--- config.mk ---
export PLATFORM = sky130hd
export DESIGN_NAME = axis_pkt_fifo
export DESIGN_NICKNAME = d
export VERILOG_FILES = /design/src/rtl/axis_pkt_fifo.sv
export SDC_FILE = /design/constraint.sdc
export NUM_CORES = 2
export LEC_CHECK = 0
export ABC_CLOCK_PERIOD_IN_PS = 4700
export CAP_MARGIN = 20
export CORE_MARGIN = 3
export CORE_UTILIZATION = 45
export CTS_BUF_LIST = sky130_fd_sc_hd__clkbuf_2
export CTS_CLUSTER_DIAMETER = 150
export DETAILED_ROUTE_END_ITERATION = 12
export SLEW_MARGIN = 10
export SYNTH_ARGS = -nofsm -noshare
export SYNTH_HDL_FRONTEND = slang
export SYNTH_MEMORY_MAX_BITS = 65536
export SYNTH_SLANG_ARGS = --single-unit
export TNS_END_PERCENT = 10
--- constraint.sdc ---
create_clock -name aclk -period 4.7 [get_ports aclk]
set_clock_uncertainty 0.1 [all_clocks]
set_input_delay 0.94 -clock aclk [delete_from_list [all_inputs] [get_ports aclk]]
set_output_delay 0.94 -clock aclk [all_outputs]
set_load 0.01 [all_outputs]
--- src/rtl/axis_pkt_fifo.sv ---
// axis_pkt_fifo: store-and-forward AXI4-Stream packet FIFO.
// A DEPTH-1 entry circular RAM feeds one output register (FWFT). The output
// register is filled eagerly whenever the RAM has data; tvalid is only raised
// once the held beat belongs to a committed packet or a forced cut-through.
module axis_pkt_fifo #(
  parameter int DATA_BITS = 64,
  parameter int DEPTH     = 64
) (
  input  logic                       aclk,
  input  logic                       aresetn,
  input  logic                       s_axis_tvalid,
  output logic                       s_axis_tready,
  input  logic [DATA_BITS-1:0]       s_axis_tdata,
  input  logic [DATA_BITS/8-1:0]     s_axis_tkeep,
  input  logic                       s_axis_tlast,
  output logic                       m_axis_tvalid,
  input  logic                       m_axis_tready,
  output logic [DATA_BITS-1:0]       m_axis_tdata,
  output logic [DATA_BITS/8-1:0]     m_axis_tkeep,
  output logic                       m_axis_tlast,
  output logic [$clog2(DEPTH):0]     occ,
  output logic [$clog2(DEPTH):0]     pkt_cnt,
  output logic                       cut_thru
);
  localparam int KEEP_BITS = DATA_BITS / 8;
  localparam int PW        = $clog2(DEPTH);
  localparam int CW        = PW + 1;
  localparam int RAM_N     = DEPTH - 1;

  typedef struct packed {
    logic [DATA_BITS-1:0] data;
    logic [KEEP_BITS-1:0] keep;
    logic                 last;
  } beat_t;

  beat_t          mem_q [RAM_N];
  beat_t          out_q, out_d, s_beat;
  logic [PW-1:0]  wptr_q, wptr_d, rptr_q, rptr_d;
  logic [CW-1:0]  occ_q, occ_d, pkt_q, pkt_d, ram_cnt, pc_after;
  logic           out_full_q, out_full_d, out_vld_q, out_vld_d;
  logic           cut_q, cut_d, up_q;
  logic           wr, rd, load, pkt_rd;

  // pointers wrap over the DEPTH-1 RAM entries, not a power of two
  function automatic logic [PW-1:0] nxt(input logic [PW-1:0] p);
    return (p == PW'(RAM_N - 1)) ? '0 : p + 1'b1;
  endfunction

  assign s_beat   = {s_axis_tdata, s_axis_tkeep, s_axis_tlast};
  assign wr       = s_axis_tvalid & s_axis_tready;
  assign rd       = out_vld_q & m_axis_tready;
  assign ram_cnt  = occ_q - CW'(out_full_q);
  // output register refills from RAM whenever it frees up, valid or not
  assign load     = (ram_cnt != '0) & (~out_full_q | rd);
  assign pkt_rd   = rd & out_q.last;
  assign pc_after = pkt_q - CW'(pkt_rd);

  // next-state: pointers, counters, cut-through flag and output register
  always_comb begin
    wptr_d = wptr_q;
    rptr_d = rptr_q;
    out_d  = out_q;
    if (wr) wptr_d = nxt(wptr_q);
    if (load) begin
      rptr_d = nxt(rptr_q);
      out_d  = mem_q[rptr_q];
    end
    occ_d = occ_q + CW'(wr) - CW'(rd);
    // a commit at this edge is excluded from release: first beat shows one edge later
    pkt_d = pc_after + CW'(wr & s_axis_tlast);
    cut_d = cut_q;
    if (cut_q && pkt_rd && (pc_after == '0))
      cut_d = 1'b0;
    else if ((occ_q == CW'(DEPTH)) && (pkt_q == '0))
      cut_d = 1'b1;
    out_full_d = load | (out_full_q & ~rd);
    // release uses the count after this edge's last-read, so a following
    // uncommitted packet is parked rather than exposed
    out_vld_d  = out_full_d & (cut_d | (pc_after != '0));
  end

  // state registers, cleared asynchronously
  always_ff @(posedge aclk or negedge aresetn) begin
    if (!aresetn) begin
      wptr_q     <= '0;
      rptr_q     <= '0;
      occ_q      <= '0;
      pkt_q      <= '0;
      cut_q      <= 1'b0;
      out_full_q <= 1'b0;
      out_vld_q  <= 1'b0;
      out_q      <= '0;
      up_q       <= 1'b0;
    end else begin
      wptr_q     <= wptr_d;
      rptr_q     <= rptr_d;
      occ_q      <= occ_d;
      pkt_q      <= pkt_d;
      cut_q      <= cut_d;
      out_full_q <= out_full_d;
      out_vld_q  <= out_vld_d;
      out_q      <= out_d;
      up_q       <= 1'b1;
    end
  end

  // beat storage; contents need no reset since pointers/occupancy gate use
  always_ff @(posedge aclk) begin
    if (wr) mem_q[wptr_q] <= s_beat;
  end

  assign s_axis_tready = up_q & (occ_q < CW'(DEPTH));
  assign m_axis_tvalid = out_vld_q;
  assign m_axis_tdata  = out_q.data;
  assign m_axis_tkeep  = out_q.keep;
  assign m_axis_tlast  = out_q.last;
  assign occ           = occ_q;
  assign pkt_cnt       = pkt_q;
  assign cut_thru      = cut_q;

endmodule
==> qor.csv <==
stage,metric,value,unit
power_and_ir_drop,P_leak,68.3,nW
worst_setup_path,Critical Path AT,3.40,ns
worst_setup_path,CP Max Fanout,2,
global_route,gr usage total,0.258,
worst_setup_path,"Worst Path Class, Setup",reg -> out,
synthesis,top cell type by total area after synthesis,edfxtp_1,
floorplan,Rows,231,
timing,Max Freq,225,MHz
global_route,number of global-route vias before repair,99500,
synthesis,Yosys reg bits,4702,
clock_tree,clk sinks,4702,
floorplan,DIE AREA,408000,um2
synthesis,sequential share of the synthesized area,0.781,
timing,final setup fails,0,
worst_setup_path,Max stage delay on crit path,0.62,ns
finish,NumNets Final,10300,
timing,crit share post-route,0.945,
timing,crit path time final,4.44,ns
synthesis,"FFs w/ async S/R, synth",0.0219,
worst_hold_path,HP Class,in -> reg,
synthesis,Gate Count Post-Synth,8635,
timing,Final Max Slew Viols,0,
detailed_routing,DR pass1 iterations,7,
worst_setup_path,CP endpoint kind,primary output,
worst_setup_path,Worst EP required,3.66,ns
clock_tree,number of CTS-inserted buffers,1232,
global_route,wire length of the first global-routing pass,737,mm
synthesis,syn nets,8735,
clock_tree,CTS H-Tree Depth,7,
floorplan,die height,639,um
worst_setup_path,critical path's top delay family,buffers and inverters,
synthesis,synth top area cells,"edfxtp_1 (77%), mux4_2 (8.8%), mux2i_1 (5.3%)",
finish,final cell count without fillers,16300,
timing,Final Hold Fails,0,
synthesis,top-area cell type share of the netlist area,0.766,
global_route,largest net degree at the start of global routing,113,
detailed_routing,initial DRC count,11800,
place,Post-DP HPWL,293,mm
synthesis,synth unique cells,79,
floorplan,I/O pin total,167,
synthesis,"Top FF cell, synth",edfxtp_1,
power_and_ir_drop,P per Cell Area,519,nW/um2
job,Max Cap Viol,0,
synthesis,Synth Cell Area,180000,um2
finish,layout cells sized above 1,0.292,
worst_setup_path,critical path's slowest cell,clkdlybuf4s50_1,
finish,Filler cells,31800,
clock_tree,Clock Path Buffers,5,
outcome,status,completed,
global_route,initial antenna violation count,38,
detailed_routing,DRC viols,0,
power_and_ir_drop,maximum VDD drop,0.413,mV
place,placed cell count,14000,
detailed_routing,via/cell ratio,6.00,
timing,relative slew slack,0.234,
place,GPL Wtd Cong,0.806,
clock_tree,"Clk Latency, worst-skew pair",2.19,ns
detailed_routing,Post-Route WL,525,mm
synthesis,syn_area_per_cell,20.9,um2
floorplan,Core ar.,397000,um2
synthesis,number of synthesized flops with an enable pin,4599,
worst_setup_path,worst path bufs/invs,1,
floorplan,starting density of the core,0.453,
clock_tree,clock-pin slew on the worst setup and hold paths,0.12,ns
detailed_routing,Wirelength per Cell,32.3,um
place,port bufs,166,
clock_tree,CTS tree,built,
floorplan,Die W,639,um
clock_tree,Clock Tree Root,clkbuf_2,
synthesis,Yosys warnings,0,
detailed_routing,remaining antenna violation count,0,
finish,Area Overhead vs Synth,13.4,%
timing,final hold slack,0.303,ns
timing,Least-Margin Pin Slew,1.15,ns
detailed_routing,vias post-DR,97700,
timing,setup TNS,0,ns
worst_setup_path,Worst Setup Start Kind,flip-flop,
worst_setup_path,"Critical Path, Cell by Cell",clkdlybuf4s50_1,
global_route,grt ovf,0,
cell usage after synthesis (all sizes together), types with 70 or more instances:
master  instances
o21ai         146
o22ai         149
mux2i         951
a21oi         149
nand3         133
edfxtp       4599
a22oi         302
buf           317
a221oi         70
nand2         145
clkbuf        187
nor2          154
mux4          701
dfrtp         103
cell type report:
type / count / area (um2) / share of cell area
flip-flops and latches: 4702 / 141000 / 0.689
multi-input cells: 3407 / 37200 / 0.182
repair buffers: 861 / 9680 / 0.0474
clock buffers: 1708 / 8550 / 0.0418
well taps: 5242 / 6560 / 0.0321
clock inverters: 314 / 1440 / 0.00706
inverters: 22 / 82.6 / 0.000404
diodes: 25 / 62.6 / 0.000306
final timing paths:
kind	start	cells past startpoint	endpoint	slack, ns
min	s_axis_tdata[41]	4	mem_q[19][50]	0.30
max reg2reg	rptr_q[0]	8	m_axis_tkeep[5]	0.71
max in group asynchronous	aresetn	6	rptr_q[2]	3.11
min reg2reg	cut_thru	1	cut_thru	0.44
max	m_axis_tdata[55]	1	m_axis_tdata[55]	0.26
min in group asynchronous	aresetn	5	m_axis_tdata[37]	0.32
power by group:
part	total, W	switching, W	internal [W]
sequential	0.0481	0.00136	0.0467
combinational	0.0318	0.0185	0.0133
clock	0.0262	0.0161	0.0101
flip-flops by register name, summed over array words and instances (netlist names):
name / count
rptr_q: 6
wptr_q: 6
out_full_q: 1
up_q: 1
m_axis_tlast: 1
occ: 7
m_axis_tkeep: 8
cut_thru: 1
pkt_cnt: 7
mem_q: 4599
m_axis_tvalid: 1
m_axis_tdata: 64
kinds of logic after synthesis:
| kind of cell | share of synthesized area |
|---|---|
| muxes | 0.142 |
| xor gates and xnor gates | 0.000972 |
| other | 0.0000208 |
| adders and majority gates | 0.00164 |
| buffers and inverters | 0.0160 |
| AOI/OAI and AO/OA | 0.0440 |
| DFF | 0.781 |
| and+or+nand+nor | 0.0145 |
what timing repair did:
action                                 4_1_cts  5_1_grt
hold buffers                               233        1
endpoints found under the hold margin     4800        5
setup endpoints to repair                   19        0
buffers inserted                             0        0
gates resized for setup                     27        0
cell usage in the layout (no fill, tap or decap), types with 25 or more instances in the layout:
cell type | Yosys | final
a22o_1 | 39 | 39
nand3_1 | 132 | 132
clkdlybuf4s50_1 | 0 | 82
o32a_1 | 37 | 37
o21ai_0 | 142 | 142
mux2i_1 | 951 | 951
buf_12 | 1 | 160
dlygate4sd3_1 | 0 | 190
mux4_2 | 701 | 701
clkinv_1 | 0 | 248
buf_16 | 0 | 34
a221oi_1 | 62 | 62
a22oi_1 | 302 | 302
o221ai_1 | 28 | 28
a211oi_1 | 46 | 46
nor2_1 | 153 | 85
diode_2 | 0 | 25
nor2_4 | 0 | 68
buf_4 | 67 | 309
mux2_2 | 27 | 27
a21oi_1 | 149 | 149
buf_2 | 162 | 73
edfxtp_1 | 4599 | 4599
dfrtp_1 | 103 | 80
nand2_1 | 143 | 142
clkbuf_2 | 0 | 1708
o211ai_1 | 32 | 32
o22ai_1 | 149 | 149
a31oi_1 | 48 | 48
inv_2 | 0 | 31
stage by stage:
stage,util,worst slack (ns),power (W),area (um2)
2_1_floorplan,-,-0.782,0.0684,180000
3_3_place_gp,0.481,-0.0427,0.0803,191000
3_5_place_dp,0.481,-0.0619,0.0806,191000
4_1_cts,0.514,-0.0331,0.107,204000
5_1_grt,0.514,-0.00807,0.111,204000
6_report,0.514,0.260,0.106,204000
metal layers:
layer | vias up | share of wire | global-route usage
li1 | 40100 | - | -
met1 | 51500 | 0.39 | 0.344
met2 | 5404 | 0.49 | 0.417
met3 | 754 | 0.092 | 0.0602
met4 | 0 | 0.026 | 0.0895
met5 | - | 0 | 0
No activity file was read; power rests on OpenSTA's default activity.
